`src/rtl/qlm_pipe.sv`:
```
// qlm_pipe: pipelined truncated logarithmic (Mitchell) multiplier.
//
// Approximates in_x * in_y in the log domain. The leading one is searched
// only in bits [WIDTH-1:W] of each magnitude, a Q-bit fraction is taken from
// the bits below it, the two logs are added and the antilog is a shift.
// in_mode selects unsigned, one's-complement or two's-complement operands.
//
// Ports
//   clk        clock, all state on the rising edge
//   rst        synchronous active-high reset
//   in_valid   operand beat present
//   in_ready   beat accepted this cycle (combinational)
//   in_x/in_y  operands, WIDTH bits
//   in_mode    00 unsigned, 01 one's complement, 10/11 two's complement
//   out_valid  product present
//   out_ready  consumer takes the product
//   out_p      product, 2*WIDTH bits
//
// Three register stages (S1 log, S2 sum, S3 product) with a valid bit each;
// a stage advances whenever the stage after it is empty or advancing.

module qlm_pipe #(
    parameter int WIDTH = 16,
    parameter int W     = 6,
    parameter int Q     = 5
) (
    input  logic                 clk,
    input  logic                 rst,
    input  logic                 in_valid,
    output logic                 in_ready,
    input  logic [WIDTH-1:0]     in_x,
    input  logic [WIDTH-1:0]     in_y,
    input  logic [1:0]           in_mode,
    output logic                 out_valid,
    input  logic                 out_ready,
    output logic [2*WIDTH-1:0]   out_p
);

    localparam int KBW = $clog2(WIDTH);      // leading-one position
    localparam int KW  = $clog2(2*WIDTH);    // summed characteristic
    localparam int PW  = 2*WIDTH;
    localparam logic [WIDTH-1:0] LOW_MASK = WIDTH'((64'd1 << W) - 64'd1);

    function automatic logic [WIDTH-1:0] magnitude(input logic [WIDTH-1:0] v,
                                                   input logic [1:0]       mode);
        logic [WIDTH-1:0] a;
        case (mode)
            2'b00:   a = v;
            2'b01:   a = v ^ {WIDTH{v[WIDTH-1]}};
            // -2^(WIDTH-1) negates to itself, which is the correct unsigned magnitude
            default: a = v[WIDTH-1] ? (~v + WIDTH'(1)) : v;
        endcase
        return a;
    endfunction

    function automatic logic [KBW-1:0] lead_pos(input logic [WIDTH-1:0] a);
        logic [KBW-1:0] k;
        k = '0;
        for (int i = W; i < WIDTH; i++) begin
            if (a[i]) k = KBW'(i);
        end
        return k;
    endfunction

    // Normalise so the leading one sits at the MSB; the Q bits just below it
    // are the fraction. Truncated bits are masked first so they shift in as 0.
    function automatic logic [Q-1:0] mitchell_frac(input logic [WIDTH-1:0] a,
                                                   input logic [KBW-1:0]   k);
        logic [WIDTH-1:0] norm;
        norm = (a & ~LOW_MASK) << (KBW'(WIDTH-1) - k);
        return norm[WIDTH-2 -: Q];
    endfunction

    logic en1, en2, en3;
    logic v1_q, v1_d, v2_q, v2_d, v3_q, v3_d;

    logic [KBW-1:0] kx1_q, kx1_d, ky1_q, ky1_d;
    logic [Q-1:0]   fx1_q, fx1_d, fy1_q, fy1_d;
    logic           z1_q, z1_d, s1_q, s1_d;
    logic [1:0]     m1_q, m1_d;

    logic [KW-1:0]  k2_q, k2_d;
    logic [Q-1:0]   f2_q, f2_d;
    logic           z2_q, z2_d, s2_q, s2_d;
    logic [1:0]     m2_q, m2_d;

    logic [PW-1:0]  out_p_q, out_p_d;

    logic [WIDTH-1:0] ax, ay;
    logic [Q:0]       fsum;
    logic [PW-1:0]    mant, mres;

    always_comb begin
        en3      = ~v3_q | out_ready;
        en2      = ~v2_q | en3;
        en1      = ~v1_q | en2;
        in_ready = en1 & ~rst;

        v1_d = en1 ? (in_valid & in_ready) : v1_q;
        v2_d = en2 ? v1_q : v2_q;
        v3_d = en3 ? v2_q : v3_q;

        // S1: magnitude, leading one, fraction
        ax    = magnitude(in_x, in_mode);
        ay    = magnitude(in_y, in_mode);
        kx1_d = kx1_q;
        ky1_d = ky1_q;
        fx1_d = fx1_q;
        fy1_d = fy1_q;
        z1_d  = z1_q;
        s1_d  = s1_q;
        m1_d  = m1_q;
        if (en1 && in_valid) begin
            kx1_d = lead_pos(ax);
            ky1_d = lead_pos(ay);
            fx1_d = mitchell_frac(ax, kx1_d);
            fy1_d = mitchell_frac(ay, ky1_d);
            z1_d  = ~|(ax & ~LOW_MASK) | ~|(ay & ~LOW_MASK);
            s1_d  = (in_mode != 2'b00) & (in_x[WIDTH-1] ^ in_y[WIDTH-1]);
            m1_d  = in_mode;
        end

        // S2: log-domain sum; the fraction carry bumps the characteristic
        fsum = {1'b0, fx1_q} + {1'b0, fy1_q};
        k2_d = k2_q;
        f2_d = f2_q;
        z2_d = z2_q;
        s2_d = s2_q;
        m2_d = m2_q;
        if (en2 && v1_q) begin
            k2_d = KW'(kx1_q) + KW'(ky1_q) + KW'(fsum[Q]);
            f2_d = fsum[Q-1:0];
            z2_d = z1_q;
            s2_d = s1_q;
            m2_d = m1_q;
        end

        // S3: antilog ({1,F} << K) >> Q, done as a single shift either way
        mant = PW'({1'b1, f2_q});
        if (k2_q >= KW'(Q)) begin
            mres = mant << (k2_q - KW'(Q));
        end else begin
            mres = mant >> (KW'(Q) - k2_q);
        end
        out_p_d = out_p_q;
        if (en3 && v2_q) begin
            if (z2_q) begin
                out_p_d = '0;
            end else begin
                case (m2_q)
                    2'b00:   out_p_d = mres;
                    2'b01:   out_p_d = mres ^ {PW{s2_q}};
                    default: out_p_d = s2_q ? (~mres + PW'(1)) : mres;
                endcase
            end
        end
    end

    always_ff @(posedge clk) begin
        if (rst) begin
            v1_q    <= 1'b0;
            v2_q    <= 1'b0;
            v3_q    <= 1'b0;
            out_p_q <= '0;
        end else begin
            v1_q    <= v1_d;
            v2_q    <= v2_d;
            v3_q    <= v3_d;
            out_p_q <= out_p_d;
        end
    end

    always_ff @(posedge clk) begin
        kx1_q <= kx1_d;
        ky1_q <= ky1_d;
        fx1_q <= fx1_d;
        fy1_q <= fy1_d;
        z1_q  <= z1_d;
        s1_q  <= s1_d;
        m1_q  <= m1_d;
        k2_q  <= k2_d;
        f2_q  <= f2_d;
        z2_q  <= z2_d;
        s2_q  <= s2_d;
        m2_q  <= m2_d;
    end

    assign out_valid = v3_q;
    assign out_p     = out_p_q;

endmodule

```
`config.mk`:
```
export PLATFORM = sky130hd
export DESIGN_NAME = qlm_pipe
export DESIGN_NICKNAME = d
export VERILOG_FILES = /design/src/rtl/qlm_pipe.sv
export SDC_FILE = /design/constraint.sdc
export NUM_CORES = 1
export LEC_CHECK = 0
export ABC_AREA = 1
export BUFFER_PORTS_ARGS = -buffer_cell sky130_fd_sc_hd__buf_2
export CORE_UTILIZATION = 55
export DETAILED_ROUTE_END_ITERATION = 10
export PLACE_DENSITY_LB_ADDON = 0.12
export SLEW_MARGIN = 30
export SYNTH_ARGS = -nofsm -noshare
export SYNTH_HDL_FRONTEND = slang
export SYNTH_SLANG_ARGS = --single-unit
```
`constraint.sdc`:
```
create_clock -name clk -period 6.05 [get_ports clk]
set_input_delay 0.605 -clock clk [delete_from_list [all_inputs] [get_ports clk]]
set_output_delay 0.605 -clock clk [all_outputs]
set_load 0.03 [all_outputs]
```
==> flow_metrics.tcl <==
set metrics [dict create \
    cts_buffers 9 \
    pin_count 72 \
    grt_max_degree 37 \
    start_util 0.571 \
    place_congestion 0.963 \
    seqPwrFrac 0.283 \
    die_h_um 109 \
    ys.flop_type "edfxtp_1" \
    finalClockSkew_ps 7.33 \
    die_area_um2 11800 \
    antenna_left 0 \
    wl_per_cell_um 13.2 \
    htreeDepth 3 \
    slowest_stage "edfxtp_1" \
    root_buffer "clkbuf_16" \
    power_density_nw_per_um2 297 \
    cp_cell_sequence "inv_2 > ha_1 > ha_1 > inv_1 > nand3_1 > nand2_1 > nand2_1 > nor2_2 > nor2_1 > nand2_1 > nor2_1 > nand3_1 > nand2_2 > nand2_1 > nand3_1 > nand3_1 > a21oi_1" \
    dr.pass1.iters 6 \
    switching_share 0.428 \
    synth.yosys.warnings 0 \
    final_common_cell "nand2_1" \
    setup_tns_ps 0 \
    synth_xor_area_frac 0.0182 \
    finalHoldViolations 0 \
    min_path_type "reg -> reg" \
    die_width_um 109 \
    wirelength_um 15400 \
    finalCritPeriodShare 0.560 \
    path_max_fanout 14 \
    grt_usage 0.276 \
    drc 0 \
    status "completed" \
    syn_area_um2 6270 \
    async_reset_ff_frac 0 \
    fin_util 0.636 \
    synthMuxAreaShare 0 \
    synth_top_family_by_area "simple AND/OR/NAND/NOR gates" \
    area_delta_synth_final_pct 11.5 \
    timing.fmax_mhz 295 \
    synth.top_cell.area_share 0.174 \
    rsz0062_at_grt "false" \
    worstPathArrival_ps 3670 \
    synth_seq_cells 71 \
    yosys.area_share.simple 0.476 \
    ir_worst_vdd_mv 0.222 \
    design.core.area_um2 11000 \
    slew_viol_final 0 \
    cts_hold_buffers 0 \
    clkPwrFrac 0.255 \
    crit_family "simple AND/OR/NAND/NOR gates" \
    critPathRequiredTime_ps 6330 \
    setup_viol_count_final 0 \
    cts_resized 0 \
    drive_above_1_share 0.186 \
    maxCapViolCount 0 \
    fill_cells 1038 \
    layout_min_cycle_time_ps 3390 \
    dpl.hpwl_um 12200 \
    clk_pin_slew_ps 60 \
    syn_inst 959 \
    grt_pass1_wl_um 25800 \
    synth-adder-area-share 0.0375 \
    cts_setup_buffers 0 \
    cts.sinks 71 \
    synth_edf_count 36 \
    switchingPower_w 0.000888 \
    yosysTopAreaCell "nand2_1" \
    max-clock-path-buffers 2 \
    p_int_w 0.00119 \
    io_buffers 71 \
    tightest_slew_ps 804 \
    worst_slew_margin_rel 0.463 \
    antenna_cells 0 \
    rows 38 \
    ys_types 49 \
    comb_power_share 0.462 \
    crit_path_start_kind "flip-flop" \
    vias_per_cell 5.45 \
    initialDrtViolationCount 470 \
    syn_nets 1014 \
    worst-path-buf-inv 2 \
    power.leakage_nw 3.51 \
    synth-compound-area-share 0.0914 \
    ys_seq_area_frac 0.284 \
    avgSynthCellArea_um2 6.54 \
    synth.area.top_cells "nand2_1 17%, edfxtp_1 17%, nand3_1 11%, dfxtp_1 11%, inv_1 6.0%" \
    cp-end-kind "flip-flop" \
    critPathMaxStageDelay_ps 630 \
    grt_pass1_vias 5592 \
    tritoncts "done" \
    grt_overflow 0 \
    worstSetupPathType "reg -> reg" \
    nets 1077 \
    antenna_found_initial 0 \
    vias 6356 \
    layout_common_cells "291 x nand2_1, 142 x nand3_1, 100 x inv_1, 71 x buf_2, 63 x nor2_1" \
    clkLatencyLatePin_ps 350 \
]
[flip-flops by register name, summed over array words and instances (netlist names)]
signal / cells
out_valid: 1
s1_q: 1
m1_q: 2
f2_q: 5
kx1_q: 4
fx1_q: 5
out_p: 32
fy1_q: 5
s2_q: 1
v2_q: 1
z1_q: 1
k2_q: 5
z2_q: 1
v1_q: 1
m2_q: 2
ky1_q: 4
[stage by stage]
stage                     cells  setup slack [ps]  power (W)  cell area (µm²)  hold WS [ps]
after floorplan             959              3350    0.00135             6270           400
after global placement     1151              2820    0.00153             6690           403
after detailed placement   1151              2740    0.00154             6690           405
after CTS                  1167              2730    0.00207             6990           420
after global routing       1167              2270    0.00223             6990           426
final                      1167              2660    0.00207             6990           417
[layer usage]
layer | track usage | part of all wire | up-vias
li1 | - | - | 3274
met1 | 0.359 | 0.45 | 2845
met2 | 0.458 | 0.47 | 208
met3 | 0.0610 | 0.060 | 29
met4 | 0.0801 | 0.019 | 0
met5 | 0 | 0 | -
[power groups by stage]
stage	clock (W)	combinational [W]	sequential [W]
finish	0.000529	0.000959	0.000586
floorplan	0	0.000749	0.000603
CTS	0.000537	0.000944	0.000587
detailed placement	0	0.000939	0.000597
global route	0.000555	0.00109	0.000591
global placement	0	0.000937	0.000595
[synth_stat cells, types with 2 or more instances]
| cell type | number |
|---|---|
| inv_4 | 2 |
| nand2_2 | 27 |
| nand4_1 | 29 |
| clkinv_1 | 2 |
| edfxtp_1 | 36 |
| nand3_4 | 2 |
| nor2_4 | 10 |
| nand2_1 | 291 |
| nand3b_1 | 6 |
| nor4_1 | 2 |
| o21ai_2 | 2 |
| dfxtp_1 | 35 |
| clkbuf_1 | 9 |
| buf_2 | 6 |
| nand2_4 | 7 |
| a21o_1 | 4 |
| a21oi_1 | 51 |
| nor3_1 | 3 |
| o21bai_1 | 2 |
| xor2_1 | 10 |
| xnor2_1 | 3 |
| nand3_2 | 12 |
| nor2_1 | 63 |
| nor2_8 | 2 |
| buf_6 | 2 |
| buf_4 | 2 |
| nor2_2 | 14 |
| inv_1 | 100 |
| o21ai_1 | 15 |
| fa_1 | 3 |
| or2_1 | 2 |
| o21ai_0 | 14 |
| a21oi_2 | 4 |
| inv_2 | 17 |
| nor3_2 | 2 |
| ha_1 | 14 |
| nand3_1 | 142 |
[area by class of cell]
class | instances | area (µm²) | area share
Sequential cell | 71 | 1780 | 0.255
Clock inverter | 6 | 67.6 | 0.00967
Timing Repair Buffer | 73 | 370 | 0.0530
Multi-Input combinational cell | 746 | 3900 | 0.559
Tap cell | 140 | 175 | 0.0251
Clock buffer | 10 | 229 | 0.0328
Inverter | 121 | 459 | 0.0657
[logic make-up (layout without fill, tap and decap cells)]
| family | Yosys count | count (layout) |
|---|---|---|
| fa+ha+maj | 17 | 17 |
| simple gates | 616 | 616 |
| buf+inv | 142 | 210 |
| flops | 71 | 71 |
| xor+xnor | 13 | 13 |
| compound gates | 100 | 100 |
[worst paths after layout]
kind / from / end / slack [ps] / depth (start not counted)
worst min register to register: m1_q[1] / m2_q[1] / 420 / 0
worst min-delay path: m1_q[1] / m2_q[1] / 420 / 0
worst max register to register: k2_q[0] / out_p[20] / 2660 / 17
worst max-delay path: k2_q[0] / out_p[20] / 2660 / 17
Power figures use the tool's default switching activity.
